--- config.mk ---
export PLATFORM = sky130hd
export DESIGN_NAME = spi_reg_ctrl_flat
export DESIGN_NICKNAME = d
export VERILOG_FILES = /design/src/rtl/spi_reg_pkg.sv /design/src/rtl/spi_reg_ctrl_if.sv /design/src/rtl/spi_reg_bank.sv /design/src/rtl/spi_reg_ctrl.sv /design/src/flat_wrapper.sv
export SDC_FILE = /design/constraint.sdc
export NUM_CORES = 1
export LEC_CHECK = 0
export CAP_MARGIN = 15
export CORE_UTILIZATION = 54
export DETAILED_ROUTE_END_ITERATION = 8
export HOLD_SLACK_MARGIN = 0.05
export PLACE_DENSITY_LB_ADDON = 0.1
export SETUP_SLACK_MARGIN = 0.2
export SLEW_MARGIN = 20
export SYNTH_ARGS = -nofsm -noshare
export SYNTH_HDL_FRONTEND = slang
export SYNTH_SLANG_ARGS = --single-unit
--- constraint.sdc ---
create_clock -name clk_in -period 4.9 [get_ports clk_in]
set_clock_uncertainty 0.1 [all_clocks]
set_input_delay 0.98 -clock clk_in [delete_from_list [all_inputs] [get_ports clk_in]]
set_output_delay 0.98 -clock clk_in [all_outputs]
set_load 0.02 [all_outputs]
--- src/rtl/spi_reg_pkg.sv ---
// Shared constants, types and helpers for the SPI register controller.
// Frame layout: bit15 WR, bits14:8 ADDR, bits7:0 DATA.
package spi_reg_pkg;

    localparam int FRAME_W  = 16;
    localparam int ADDR_W   = 7;
    localparam int WR_BIT   = 15;
    localparam int ADDR_MSB = 14;
    localparam int ADDR_LSB = 8;
    localparam int DATA_MSB = 7;

    localparam logic [7:0] ERR_DATA = 8'hEE;

    // Read-only locations sit directly above the read/write bank.
    localparam logic [ADDR_W-1:0] STATUS_OFS = 7'd0;
    localparam logic [ADDR_W-1:0] ERRCNT_OFS = 7'd1;

    typedef enum logic [1:0] {IDLE, DECODE, EXEC, RESP} state_t;
    typedef enum logic [1:0] {K_WRITE, K_READ, K_ERR} kind_t;

    function automatic kind_t classify(input logic [FRAME_W-1:0] frame,
                                       input logic [ADDR_W-1:0]  num_rw);
        logic [ADDR_W-1:0] addr;
        kind_t             kind;
        addr = frame[ADDR_MSB:ADDR_LSB];
        if (frame[WR_BIT] && (addr < num_rw))
            kind = K_WRITE;
        else if (!frame[WR_BIT] && (addr <= num_rw + ERRCNT_OFS))
            kind = K_READ;
        else
            kind = K_ERR;
        return kind;
    endfunction

    function automatic logic [7:0] sat_add(input logic [7:0] value,
                                           input logic [1:0] inc);
        logic [8:0] sum;
        sum = {1'b0, value} + {7'b0, inc};
        return sum[8] ? 8'hFF : sum[7:0];
    endfunction

endpackage

--- src/rtl/spi_reg_ctrl_if.sv ---
// Frame interface between the SPI slave receiver (master modport)
// and the register controller (slave modport).
interface spi_reg_ctrl_if;
    import spi_reg_pkg::*;

    logic [FRAME_W-1:0] rx_data;
    logic               rx_flag;
    logic [FRAME_W-1:0] tx_data;

    modport master (output rx_data, output rx_flag, input tx_data);
    modport slave  (input rx_data, input rx_flag, output tx_data);

endinterface

--- src/rtl/spi_reg_bank.sv ---
// Bank of NUM_RW 8-bit config registers: one write port, bulk default
// load, and a combinational read mux.
module spi_reg_bank
    import spi_reg_pkg::*;
#(
    parameter int         NUM_RW      = 6,
    parameter logic [7:0] CFG_RST_VAL = 8'h00
) (
    input  logic                clk_in,
    input  logic                rst,
    input  logic                wr_en,
    input  logic [ADDR_W-1:0]   wr_addr,
    input  logic [7:0]          wr_data,
    input  logic                load_dflt,
    input  logic [ADDR_W-1:0]   rd_addr,
    output logic [7:0]          rd_data,
    output logic [NUM_RW*8-1:0] cfg_flat
);

    logic [7:0] regs [NUM_RW];

    // NOTE: the bank is flops, not RAM, so every entry gets a reset value.
    always_ff @(posedge clk_in or posedge rst) begin
        if (rst) begin
            for (int k = 0; k < NUM_RW; k++) regs[k] <= CFG_RST_VAL;
        end else if (load_dflt) begin
            for (int k = 0; k < NUM_RW; k++) regs[k] <= CFG_RST_VAL;
        end else if (wr_en) begin
            for (int k = 0; k < NUM_RW; k++)
                if (wr_addr == ADDR_W'(k)) regs[k] <= wr_data;
        end
    end

    always_comb begin
        rd_data = '0;
        for (int k = 0; k < NUM_RW; k++)
            if (rd_addr == ADDR_W'(k)) rd_data = regs[k];
    end

    for (genvar k = 0; k < NUM_RW; k++) begin : g_flat
        assign cfg_flat[8*k +: 8] = regs[k];
    end

endmodule

--- src/rtl/spi_reg_ctrl.sv ---
// Register command controller behind the 16-bit SPI slave.
// Optional watchdog built only when SPI_REG_WDT_EN is defined.
module spi_reg_ctrl
    import spi_reg_pkg::*;
#(
    parameter int         NUM_RW      = 6,
    parameter logic [7:0] CFG_RST_VAL = 8'h00,
    parameter int         WDT_CYCLES  = 10_000_000
) (
    input  logic                clk_in,
    input  logic                rst,
    spi_reg_ctrl_if.slave       spi,
    input  logic [7:0]          status_in,
    output logic [NUM_RW*8-1:0] cfg_regs,
    output logic                cfg_wr_pulse,
    output logic [ADDR_W-1:0]   cfg_wr_addr,
    output logic [7:0]          err_cnt,
    output logic                busy,
    output logic                wdt_timeout
);

    if (NUM_RW < 1 || NUM_RW > 126 || WDT_CYCLES < 2 || WDT_CYCLES > (1 << 24)) begin : g_param_check
        $error("spi_reg_ctrl: NUM_RW or WDT_CYCLES out of range");
    end

    localparam logic [ADDR_W-1:0] NUM_RW_A    = ADDR_W'(NUM_RW);
    localparam logic [ADDR_W-1:0] ADDR_STATUS = NUM_RW_A + STATUS_OFS;
    localparam logic [ADDR_W-1:0] ADDR_ERRCNT = NUM_RW_A + ERRCNT_OFS;

    state_t               state_q, state_d;
    logic                 rx_flag_d;
    logic                 frame_evt;
    logic [FRAME_W-1:0]   frame_q;
    kind_t                kind_q;
    logic [7:0]           err_cnt_q;
    logic [FRAME_W-1:0]   tx_data_q;
    logic                 latch_frame, decode_en, exec_en, resp_en;
    logic                 overrun, wr_en, load_dflt;
    logic [1:0]           err_inc;
    logic [ADDR_W-1:0]    frame_addr;
    logic [7:0]           frame_dat, bank_rd, rd_val;
    logic [FRAME_W-1:0]   resp_word;

    assign frame_evt  = spi.rx_flag & ~rx_flag_d;
    assign frame_addr = frame_q[ADDR_MSB:ADDR_LSB];
    assign frame_dat  = frame_q[DATA_MSB:0];

    always_ff @(posedge clk_in or posedge rst) begin
        if (rst) state_q <= IDLE;
        else     state_q <= state_d;
    end

    // NOTE: defaults first so every path assigns every output (no latches).
    always_comb begin
        state_d     = state_q;
        latch_frame = 1'b0;
        decode_en   = 1'b0;
        exec_en     = 1'b0;
        resp_en     = 1'b0;
        case (state_q)
            IDLE: begin
                if (frame_evt) begin
                    latch_frame = 1'b1;
                    state_d     = DECODE;
                end
            end
            DECODE: begin
                decode_en = 1'b1;
                state_d   = EXEC;
            end
            EXEC: begin
                exec_en = 1'b1;
                state_d = RESP;
            end
            RESP: begin
                resp_en = 1'b1;
                state_d = IDLE;
            end
            default: state_d = IDLE;
        endcase
    end

    assign busy    = (state_q != IDLE);
    assign overrun = frame_evt && busy;
    assign wr_en   = exec_en && (kind_q == K_WRITE);
    assign err_inc = {1'b0, exec_en && (kind_q == K_ERR)} + {1'b0, overrun};

    assign cfg_wr_pulse = wr_en;
    assign cfg_wr_addr  = wr_en ? frame_addr : '0;

    spi_reg_bank #(
        .NUM_RW      (NUM_RW),
        .CFG_RST_VAL (CFG_RST_VAL)
    ) u_bank (
        .clk_in    (clk_in),
        .rst       (rst),
        .wr_en     (wr_en),
        .wr_addr   (frame_addr),
        .wr_data   (frame_dat),
        .load_dflt (load_dflt),
        .rd_addr   (frame_addr),
        .rd_data   (bank_rd),
        .cfg_flat  (cfg_regs)
    );

    // status_in is muxed here and only captured when RESP loads tx_data.
    always_comb begin
        rd_val = bank_rd;
        if (frame_addr == ADDR_STATUS)      rd_val = status_in;
        else if (frame_addr == ADDR_ERRCNT) rd_val = err_cnt_q;
    end

    always_comb begin
        resp_word = {1'b1, frame_addr, ERR_DATA};
        case (kind_q)
            K_WRITE: resp_word = {1'b0, frame_addr, frame_dat};
            K_READ:  resp_word = {1'b0, frame_addr, rd_val};
            default: resp_word = {1'b1, frame_addr, ERR_DATA};
        endcase
    end

    always_ff @(posedge clk_in or posedge rst) begin
        if (rst) begin
            rx_flag_d <= 1'b0;
            frame_q   <= '0;
            kind_q    <= K_ERR;
            err_cnt_q <= '0;
            tx_data_q <= '0;
        end else begin
            rx_flag_d <= spi.rx_flag;
            if (latch_frame)    frame_q   <= spi.rx_data;
            if (decode_en)      kind_q    <= classify(frame_q, NUM_RW_A);
            if (err_inc != '0)  err_cnt_q <= sat_add(err_cnt_q, err_inc);
            if (resp_en)        tx_data_q <= resp_word;
        end
    end

    assign spi.tx_data = tx_data_q;
    assign err_cnt     = err_cnt_q;

`ifdef SPI_REG_WDT_EN
    localparam logic [23:0] WDT_LAST = 24'(WDT_CYCLES - 1);

    logic [23:0] wdt_cnt_q;
    logic        wdt_q;
    logic        wdt_kick;

    // Only frames that actually did a read or write keep the config alive.
    assign wdt_kick  = exec_en && (kind_q != K_ERR);
    assign load_dflt = (wdt_cnt_q == WDT_LAST) && !wdt_kick;

    always_ff @(posedge clk_in or posedge rst) begin
        if (rst) begin
            wdt_cnt_q <= '0;
            wdt_q     <= 1'b0;
        end else begin
            wdt_q <= load_dflt;
            if (wdt_kick || load_dflt) wdt_cnt_q <= '0;
            else                       wdt_cnt_q <= wdt_cnt_q + 24'd1;
        end
    end

    assign wdt_timeout = wdt_q;
`else
    assign load_dflt   = 1'b0;
    assign wdt_timeout = 1'b0;
`endif

endmodule

--- src/flat_wrapper.sv ---
// flat-port wrapper written by rule: the top's interface ports become plain ports
module spi_reg_ctrl_flat import spi_reg_pkg::*;
#(
    parameter int         NUM_RW      = 6,
    parameter logic [7:0] CFG_RST_VAL = 8'h00,
    parameter int         WDT_CYCLES  = 10_000_000
)
  (clk_in, rst, status_in, cfg_regs, cfg_wr_pulse, cfg_wr_addr, err_cnt, busy, wdt_timeout, spi_rx_data, spi_rx_flag, spi_tx_data);
  spi_reg_ctrl_if spi_i ();
  input  logic clk_in;
  input  logic rst;
  input  logic [7:0] status_in;
  output logic [NUM_RW*8-1:0] cfg_regs;
  output logic cfg_wr_pulse;
  output logic [ADDR_W-1:0] cfg_wr_addr;
  output logic [7:0] err_cnt;
  output logic busy;
  output logic wdt_timeout;
  input wire logic [$bits(spi_i.rx_data)-1:0] spi_rx_data;
  input wire logic [$bits(spi_i.rx_flag)-1:0] spi_rx_flag;
  output wire logic [$bits(spi_i.tx_data)-1:0] spi_tx_data;
  assign spi_i.rx_data = spi_rx_data;
  assign spi_i.rx_flag = spi_rx_flag;
  assign spi_tx_data = spi_i.tx_data;
  spi_reg_ctrl #(.NUM_RW(NUM_RW), .CFG_RST_VAL(CFG_RST_VAL), .WDT_CYCLES(WDT_CYCLES)) u_core (.clk_in(clk_in), .rst(rst), .spi(spi_i), .status_in(status_in), .cfg_regs(cfg_regs), .cfg_wr_pulse(cfg_wr_pulse), .cfg_wr_addr(cfg_wr_addr), .err_cnt(err_cnt), .busy(busy), .wdt_timeout(wdt_timeout));
endmodule
==> flow_summary_export.csv <==
group,metric,value,unit
cts,numCtsBuffers,9,
cts,clock_latency,0.35,ns
setup_path,critPathCaptureType,"register",
setup_path,cp_slowest_cell,"nor4bb_1",
placement,hpwl,7700,µm
worst_hold_path,hp-class,"register to register",
logic_synthesis,syn-num-nets,399,
setup_path,rrSetupSlack,1.72,ns
sta,tightest_slew,0.997,ns
route,antenna_left,0,
route,post-route-drc-count,0,
pwr,p_per_area,500,mW/mm²
final_layout,drive_gt1_share,24.4,%
logic_synthesis,synthArstFlopShare,100,%
grt,track_usage,26.4,%
sta,grt_setup_unrepaired,"no",
status,status,"finished clean",
route,drtPass1Iterations,4,
logic_synthesis,synth_seq_area_share,51.0,%
floorplanning,start_util,55.8,%
pwr,max-vdd-ir-drop,0.304,mV
cts,postCtsSetupBuffers,0,
grt,grt_pass1_wl,17300,µm
final_layout,fin_nets,500,
final_layout,n_antenna_cell,0,
route,viasPerCell,5.78,
sta,whs,0.415,ns
worst_hold_path,min_path_cells,1,
placement,routabilityCongestion,0.806,
floorplanning,ios,109,
final_layout,fillers,589,
sta,fin_crit,3.35,ns
pwr,leakagePower,0.00260,µW
floorplanning,design.die.area,0.00882,mm²
grt,grt_max_degree,55,
cts,h-tree-depth,3,
logic_synthesis,synth.area.top_cells,"dfrtp_1 50%, mux2_2 17%, mux2i_1 5.7%",
sta,fmax,0.299,GHz
setup_path,slowest_delay,0.58,ns
final_layout,area_growth,28.6,%
sta,max-slew-margin-rel,33.5,%
setup_path,crit_start,"spi_rx_flag",
route,wirelength,11100,µm
logic_synthesis,syn-cell-area,0.00456,mm²
setup_path,worstReg2RegStart,"u_core.state_q[0]",
cts,clkTransAtPathRegs,0.09,ns
cts,cts_tree,"built",
sta,setup_ws,1.55,ns
worst_hold_path,min_to,"u_core.spi.tx_data[13]",
route,vias,3313,
logic_synthesis,yosys.cell_types.count,48,
grt,grt_pass1_vias,3129,
cts,cts_resized,0,
logic_synthesis,yosysTopAreaCellShare,50.5,%
floorplanning,die_w,93.9,µm
floorplanning,coreArea,0.00818,mm²
logic_synthesis,synth_top_area_cell,"dfrtp_1",
setup_path,cp_max_fo,4,
flow_run,drv_cap,0,
sta,drv_slew,0,
floorplanning,rows,33,
cts,root_buffer,"clkbuf_8",
sta,finalSetupViolCount,0,
logic_synthesis,synth-seq-cells,93,
grt,overflow,0,
cts,cts_num_sinks,93,
logic_synthesis,yosys_most_used_dff,"dfrtp_1",
setup_path,worstPathRequired,5.08,ns
logic_synthesis,yosys_warnings,0,
logic_synthesis,syn_inst,362,
setup_path,r2r_cells,10,
setup_path,critPathKind,"primary input to register",
sta,setup_tns,0,ns
setup_path,crit_path_cell_trace,"clkdlybuf4s50_1, nand2b_1, nor2_1, inv_1, ha_1, ha_1, inv_1, fa_1, nor4bb_1, a31oi_1, a31oi_1",
sta,finalHoldViolations,0,
cts,ctsHoldBuffers,0,
placement,place_worst_setup_slack,1.20,ns
setup_path,reg2reg_to,"u_core.err_cnt[6]",
cts,clockBufferDepth,2,
route,drt-initial-drc-count,142,
setup_path,start_kind,"primary input",
worst_hold_path,hold_start,"u_core.spi.tx_data[13]",
placement,port_buffers,107,
logic_synthesis,syn_area_per_cell,12.6,µm²
grt,antenna_found_initial,0,
sta,period_share,68.3,%
route,wl_per_cell,19.4,µm
setup_path,worstPathArrival,3.53,ns
logic_synthesis,synth-edff-count,0,
floorplanning,fp.dieH,93.9,µm
[sequential cells by signal (all words and copies together), names as in the netlist]
register and flops:
u_core.frame_q 16, u_core.u_bank.cfg_flat 48, u_core.err_cnt 8, u_core.rx_flag_d 1, u_core.kind_q 2, u_core.state_q 2, u_core.spi.tx_data 16
[report_power, final]
part | total (µW) | leakage [µW] | switching, µW | internal [µW]
Sequential | 1250 | 0.00120 | 284 | 971
Clock | 482 | 0.0000917 | 270 | 213
Combinational | 1200 | 0.00131 | 620 | 579
Total | 2940 | 0.00260 | 1170 | 1760
[per-layer routing]
layer | wire length, µm | track usage, % | up-vias | part of all wire (%)
met5 | 0 | 0 | - | 0
met4 | 138 | 7.44 | 0 | 1.2
met3 | 698 | 4.69 | 13 | 6.3
met2 | 5210 | 40.1 | 113 | 47
met1 | 5080 | 38.9 | 1685 | 46
li1 | - | - | 1502 | -
[through the flow]
step                      area (µm²)  power, µW  cells  util, %
after floorplan                 4560       1980    362        -
after global placement          5680       2420    557     69.5
after detailed placement        5680       2460    557     69.5
after CTS                       5870       2940    573     71.8
after global routing            5870       3100    573     71.8
final                           5870       2940    573     71.8
[placed cells by master (no fill, tap or decap), drive strengths merged, types with 2 or more instances in the layout]
| cell | netlist | layout |
|---|---|---|
| a21oi | 4 | 4 |
| a31oi | 8 | 8 |
| and3 | 8 | 8 |
| buf | 8 | 3 |
| clkbuf | 12 | 11 |
| clkdlybuf4s50 | 0 | 107 |
| clkinv | 0 | 3 |
| clkinvlp | 0 | 2 |
| dfrtp | 92 | 92 |
| ha | 9 | 9 |
| inv | 13 | 13 |
| mux2 | 76 | 76 |
| mux2i | 26 | 26 |
| nand2 | 13 | 13 |
| nand2b | 3 | 3 |
| nand3 | 10 | 10 |
| nand3b | 5 | 5 |
| nor2 | 16 | 16 |
| nor3 | 4 | 4 |
| nor3b | 2 | 2 |
| nor4 | 2 | 2 |
| o21ai | 14 | 14 |
| o221ai | 5 | 5 |
| o22ai | 5 | 5 |
| or2 | 2 | 2 |
| or3 | 7 | 7 |
| or4 | 2 | 2 |
| xnor2 | 3 | 3 |
[worst max-delay path, delay by kind of cell]
| kind | cells | cell delay (ns) |
|---|---|---|
| AND/OR/NAND/NOR | 3 | 0.80 |
| buffers and inverters | 3 | 0.58 |
| AO/OA/AOI/OAI | 2 | 0.32 |
| adder cells (fa/ha/maj) | 3 | 0.84 |
[cell families (layout without fill, tap and decap cells)]
group                    after synthesis  after routing  synth area share [%]
multiplexers                         103            103                  25.6
flip-flops                            93             93                  51.0
AND/OR/NAND/NOR                       78             78                  10.7
AO/OA/AOI/OAI                         41             41                  5.68
buffers and inverters                 33            139                  3.43
adder cells (fa/ha/maj)               10             10                  2.91
XOR/XNOR                               3              3                 0.576
other                                  1              1                0.0822
[synthesized netlist by cell type (6+ instances only)]
cell type	n
nor2_1	16
dfrtp_1	92
mux2_2	68
clkbuf_1	12
ha_1	9
nand3_1	7
nand2_1	13
mux2i_1	26
a31oi_1	8
inv_1	13
o21ai_0	14
mux2_4	8
and3_1	6
or3_1	7
[layout make-up]
class	count	area (µm²)	share of cell area, %
flip-flops and latches	93	2330	39.7
multi-input cells	236	2080	35.4
repair buffers	110	1090	18.6
clock buffers	11	151	2.58
well taps	105	131	2.24
inverters	13	50.0	0.853
clock inverters	5	33.8	0.576
[worst max-delay path by stage]
stage | to | slack [ns] | cells after the start
after floorplan | u_core.err_cnt[0] | 1.40 | 1
after global placement | u_core.err_cnt[6] | 1.32 | 11
after detailed placement | u_core.err_cnt[6] | 1.20 | 11
after CTS | u_core.err_cnt[6] | 1.58 | 11
after global routing | u_core.err_cnt[6] | 1.34 | 11
final | u_core.err_cnt[6] | 1.55 | 11
Note: power is estimated with default switching activity, not from simulation.
